`src/rtl/shift_sequencer_pkg.sv`:
```
// Shared definitions for the shift sequencer: FSM state encoding and the
// command codes driven onto the shift register's {LSH,RSH} control pair.
package shift_sequencer_pkg;

  // Controller states; IDLE must stay the all-zero encoding so that a
  // freshly reset register and the enum default agree.
  typedef enum logic [1:0] {
    S_IDLE  = 2'd0,
    S_LOAD  = 2'd1,
    S_SHIFT = 2'd2,
    S_DONE  = 2'd3
  } state_t;

  // Shift register command codes, bit 1 = LSH, bit 0 = RSH.
  // 2'b11 is illegal for the datapath and is never produced.
  localparam logic [1:0] SH_HOLD = 2'b00;
  localparam logic [1:0] SH_RSH  = 2'b01;
  localparam logic [1:0] SH_LSH  = 2'b10;

  // Direction encoding as carried on the request port.
  localparam logic DIR_LEFT  = 1'b0;
  localparam logic DIR_RIGHT = 1'b1;

endpackage

```
`src/rtl/shift_sequencer.sv`:
```
// Multi-bit shift controller for an external single-step shift register.
// A request (operand, direction, amount) is accepted in IDLE, the register
// is loaded, then stepped one bit per cycle until the saturated amount is
// used up. The result is read straight from the register contents and is
// returned together with a sticky flag of every bit that fell off the end.
module shift_sequencer
  import shift_sequencer_pkg::*;
#(
  parameter int WIDTH = 4,
  parameter int AMT_W = 3
) (
  input  logic             clk,
  input  logic             reset,
  input  logic             req_valid,
  output logic             req_ready,
  input  logic [WIDTH-1:0] req_data,
  input  logic             req_dir,
  input  logic [AMT_W-1:0] req_amt,
  output logic             resp_valid,
  input  logic             resp_ready,
  output logic [WIDTH-1:0] resp_data,
  output logic             resp_flag,
  output logic             busy,
  output logic [WIDTH-1:0] sr_data,
  output logic             sr_load,
  output logic [1:0]       sr_shift,
  input  logic [WIDTH-1:0] sr_out
);

  // The count must be able to hold WIDTH itself, otherwise saturation breaks.
  localparam logic [AMT_W-1:0] AMT_MAX = AMT_W'(WIDTH);

  state_t           state;
  logic [AMT_W-1:0] count;
  logic             dir;
  logic             flag;

  logic [AMT_W-1:0] amt_sat;
  logic             out_bit;
  logic             flag_next;

  // Saturate the requested amount and pick the bit about to be shifted out.
  // NOTE: every always_comb output gets a value on every path (here by
  // unconditional assignment); a missing branch would infer a latch.
  always_comb begin
    amt_sat   = (req_amt > AMT_MAX) ? AMT_MAX : req_amt;
    out_bit   = (dir == DIR_LEFT) ? sr_out[WIDTH-1] : sr_out[0];
    flag_next = flag | out_bit;
  end

  // Single FSM process: state, count, direction, sticky flag and all
  // control outputs are registered and change only on the clock edge.
  // NOTE: sequential state uses non-blocking assignments so every flop
  // samples pre-edge values regardless of statement order in this block.
  always_ff @(posedge clk) begin
    if (reset) begin
      state      <= S_IDLE;
      count      <= '0;
      dir        <= 1'b0;
      flag       <= 1'b0;
      req_ready  <= 1'b1;
      busy       <= 1'b0;
      sr_data    <= '0;
      sr_load    <= 1'b0;
      sr_shift   <= SH_HOLD;
      resp_valid <= 1'b0;
      resp_flag  <= 1'b0;
    end else begin
      case (state)
        S_IDLE: begin
          if (req_valid) begin
            // Capture the whole request; the requester may change it freely
            // afterwards since nothing else is sampled until the next IDLE.
            sr_data   <= req_data;
            dir       <= req_dir;
            count     <= amt_sat;
            flag      <= 1'b0;
            sr_load   <= 1'b1;
            req_ready <= 1'b0;
            busy      <= 1'b1;
            state     <= S_LOAD;
          end
        end

        S_LOAD: begin
          // The register takes the operand on this edge; start stepping it
          // right away, or go straight to the response for a zero amount.
          sr_load <= 1'b0;
          if (count != '0) begin
            sr_shift <= (dir == DIR_LEFT) ? SH_LSH : SH_RSH;
            state    <= S_SHIFT;
          end else begin
            resp_valid <= 1'b1;
            resp_flag  <= flag;
            state      <= S_DONE;
          end
        end

        S_SHIFT: begin
          // The register moves on this same edge, so the bit leaving it is
          // the one visible on sr_out right now.
          flag <= flag_next;
          if (count != '0) begin
            count <= count - 1'b1;
          end
          if (count <= AMT_W'(1)) begin
            sr_shift   <= SH_HOLD;
            resp_valid <= 1'b1;
            resp_flag  <= flag_next;
            state      <= S_DONE;
          end
        end

        S_DONE: begin
          // Everything holds until the consumer takes the result.
          if (resp_ready) begin
            resp_valid <= 1'b0;
            resp_flag  <= 1'b0;
            busy       <= 1'b0;
            req_ready  <= 1'b1;
            state      <= S_IDLE;
          end
        end

        default: begin
          state      <= S_IDLE;
          sr_load    <= 1'b0;
          sr_shift   <= SH_HOLD;
          resp_valid <= 1'b0;
          resp_flag  <= 1'b0;
          busy       <= 1'b0;
          req_ready  <= 1'b1;
        end
      endcase
    end
  end

  // The result is the live register contents, which hold while in DONE;
  // outside a response the port reads as zero.
  assign resp_data = resp_valid ? sr_out : '0;

endmodule

```
`config.mk`:
```
export PLATFORM = sky130hd
export DESIGN_NAME = shift_sequencer
export DESIGN_NICKNAME = d
export VERILOG_FILES = /design/src/rtl/shift_sequencer_pkg.sv /design/src/rtl/shift_sequencer.sv
export SDC_FILE = /design/constraint.sdc
export NUM_CORES = 1
export LEC_CHECK = 0
export ABC_AREA = 1
export BUFFER_PORTS_ARGS = -buffer_cell sky130_fd_sc_hd__buf_2
export CAP_MARGIN = 20
export CORE_UTILIZATION = 47
export CTS_BUF_LIST = sky130_fd_sc_hd__clkbuf_2
export DETAILED_ROUTE_END_ITERATION = 10
export HOLD_SLACK_MARGIN = 0.03
export PLACE_DENSITY_LB_ADDON = 0.2
export SYNTH_ARGS = -nofsm -noshare
export SYNTH_HDL_FRONTEND = slang
export SYNTH_SLANG_ARGS = --single-unit
```
`constraint.sdc`:
```
create_clock -name clk -period 1.2 [get_ports clk]
set_input_delay 0.36 -clock clk [delete_from_list [all_inputs] [get_ports clk]]
set_output_delay 0.36 -clock clk [all_outputs]
set_load 0.005 [all_outputs]
```
==> results.sh <==
export IMPL_outcome="complete, but fails checks"
export IMPL_failed_checks="negative setup slack"
export IMPL_synth_top_area_frac=0.354
export IMPL_seq_area_um2=382
export IMPL_viasPerCell=5.23
export IMPL_setup_viol=18
export IMPL_start_util=0.509
export IMPL_cts_num_sinks=18
export IMPL_dp_hpwl_um=1810
export IMPL_grt_usage=0.232
export IMPL_startpoint_type="flip-flop"
export IMPL_yosysSeqAreaShare=0.354
export IMPL_grtUsageMet3=0.0220
export IMPL_fillers=116
export IMPL_fin_worst_skew_ns=0.00257
export IMPL_tns_ns=-1.12
export IMPL_synth_distinct_cells=21
export IMPL_top_usage_layer="met2"
export IMPL_io_pins=31
export IMPL_yosysTopAreaCell="dfxtp_1"
export IMPL_antenna_found_initial=0
export IMPL_grt_pass1_wl_um=4310
export IMPL_setup_ws_ns=-0.157
export IMPL_cts_buffer_depth=2
export IMPL_n_antenna_cell=0
export IMPL_cp_required_ns=1.43
export IMPL_dp_cells=223
export IMPL_synth_nets=176
export IMPL_drt_iter0_drc=35
export IMPL_coreArea_mm2=0.00200
export IMPL_peakVddDrop_mv=1.81
export IMPL_die_w_um=48.6
export IMPL_p_per_area_mw_per_mm2=2760
export IMPL_syn_to_final_growth_pct=65.8
export IMPL_crit_path_end_kind="flip-flop"
export IMPL_dpl_instance_area_mm2=0.00133
export IMPL_numPortBuffers=30
export IMPL_gp_congestion=0.855
export IMPL_rr_endpoint="count[0]"
export IMPL_whs_path_depth=3
export IMPL_hold_end="sr_data[2]"
export IMPL_globalRouteOverflowTotal=0
export IMPL_use_met2=0.423
export IMPL_final_max_slew_violation_count=0
export IMPL_grt_pass1_vias=1021
export IMPL_multi_input_area_um2=774
export IMPL_wl_per_cell_um=15.1
export IMPL_fin_crit_sh=1.13
export IMPL_min_path_type="input port to flip-flop"
export IMPL_finalNonFillerCells=232
export IMPL_ys_ff_latch=18
export IMPL_rr_startpoint="state[0]"
export IMPL_grt_util_met1=0.285
export IMPL_routed_wl_um=3500
export IMPL_min_from="req_data[2]"
export IMPL_firstDrtPassIters=4
export IMPL_syn_area_mm2=0.00102
export IMPL_die_h_um=48.6
export IMPL_drtAntennaViolNets=0
export IMPL_worstPathArrival_ns=1.58
export IMPL_path_clk_slew_ns=0.19
export IMPL_synth_area_top_cells="dfxtp_1, nand2_1, ha_1"
export IMPL_cts_tree="built"
export IMPL_critPathMaxFanout=6
export IMPL_row_count=16
export IMPL_grt_setup_unrepaired="yes"
export IMPL_synthCells=152
export IMPL_cap_violations=0
export IMPL_r2r_worst_path_cells=7
export IMPL_worst_setup_path_type="flip-flop to flip-flop"
export IMPL_insertion_delay_ns=0.31
export IMPL_hold_slack_ns=0.288
export IMPL_max_slew_margin=0.877
export IMPL_syn_area_per_cell_um2=6.70
export IMPL_grt_max_degree=11
export IMPL_max_freq_mhz=737
export IMPL_period_minus_slack_ns=1.36
export IMPL_die_area_mm2=0.00236
export IMPL_post_route_cells_drive_above_1_share=0.624
export IMPL_htreeDepth=1
export IMPL_worst_slew_pin_slew_ns=0.183
export IMPL_vias=1214
export IMPL_final_hold_viol_count=0
export IMPL_remaining_drc_errors=0
export IMPL_cts_root_buf="clkbuf_2"
export IMPL_leakage_nw=0.823
export IMPL_design_area_mm2=0.00169
export IMPL_nNetsFinal=230
export IMPL_regToRegSetupSlack_ns=-0.16
export IMPL_ys_warn_count=0
export IMPL_cts_buffers_inserted=3
area by class of cell:
type | instances | area share
clock buffer | 3 | 0.00889
clock inverter | 1 | 0.00222
multi-input combinational | 104 | 0.459
timing repair buffer | 51 | 0.209
inverter | 28 | 0.0756
tap | 27 | 0.0200
sequential | 18 | 0.226
critical path, stage by stage, from the launching register on:
cell and delay [ns]:
dfxtp_4 0.41, inv_6 0.07, ha_4 0.20, inv_4 0.07, o21ai_4 0.18, nand2_4 0.10, nor2_1 0.19, nor2_1 0.06
metrics by stage:
step                      setup slack (ns)  power (mW)  utilization
final                               -0.157        4.66        0.844
after global routing                -0.182        4.97        0.844
after CTS                          -0.0647        3.57        0.723
after global placement             -0.0440        2.90        0.663
after floorplan                    0.00545        2.26            -
after detailed placement           -0.0954        2.98        0.663
registers in the layout (all words and copies together), names as in the netlist:
register / flops
resp_flag: 1
req_ready: 1
busy: 1
dir: 1
sr_load: 1
sr_shift: 2
state: 2
count: 3
resp_valid: 1
sr_data: 4
flag: 1
cells in the mapped netlist:
master    count
nand3_1       8
ha_1          8
nand4_1       1
dfxtp_1      18
o22ai_1       2
inv_1        24
clkinv_2      1
a21oi_1       8
o21ai_0       8
or2_4         1
nand3b_1      1
o21ai_1       2
o21ai_2       1
buf_4         1
nand3_2       1
nand2_2       4
inv_4         1
nand2_1      34
nor2_1       25
buf_6         1
inv_2         2
layout by cell type (no fill, tap or decap), drive strengths merged:
cell	n
a21oi	8
inv	28
o22ai	2
nor2	25
dfxtp	18
nand3b	1
or2	1
buf	51
o21ai	11
clkinv	1
nand2	38
nand4	1
ha	8
clkbuf	3
nand3	9
power by group:
| part | internal (mW) | total (mW) | switching (mW) |
|---|---|---|---|
| combinational | 1.47 | 3.27 | 1.80 |
| clock | 0.0725 | 0.280 | 0.207 |
| sequential | 0.872 | 1.11 | 0.241 |
| total | 2.41 | 4.66 | 2.24 |
what timing repair did:
action                                  in CTS  in global routing
hold buffers                                 0                  0
resized for setup                           28                 73
pin swaps                                    9                 21
cloned                                       0                  0
endpoints found under the setup margin      22                 23
setup buffers                                1                  4
metal layers:
metal | vias up | routed length, µm
met3 | 16 | 185
met5 | - | 0
met4 | 0 | 146
li1 | 578 | -
met2 | 53 | 1770
met1 | 567 | 1400
worst max path at each step:
stage	startpoint	end	slack (ns)
2_1_floorplan	state[0]	sr_shift[0]	0.005
3_3_place_gp	state[0]	count[0]	-0.04
3_5_place_dp	state[1]	req_ready	-0.1
4_1_cts	resp_valid	resp_data[0]	-0.06
5_1_grt	state[0]	count[0]	-0.18
6_report	state[0]	count[0]	-0.16
cells by family (layout without fill, tap and decap cells):
kind of cell,Yosys count,count (layout),share of synthesized area
simple gates,75,75,0.313
buf+inv,30,83,0.125
compound gates,21,21,0.109
flops,18,18,0.354
fa+ha+maj,8,8,0.0983
Power figures use the tool's default switching activity.
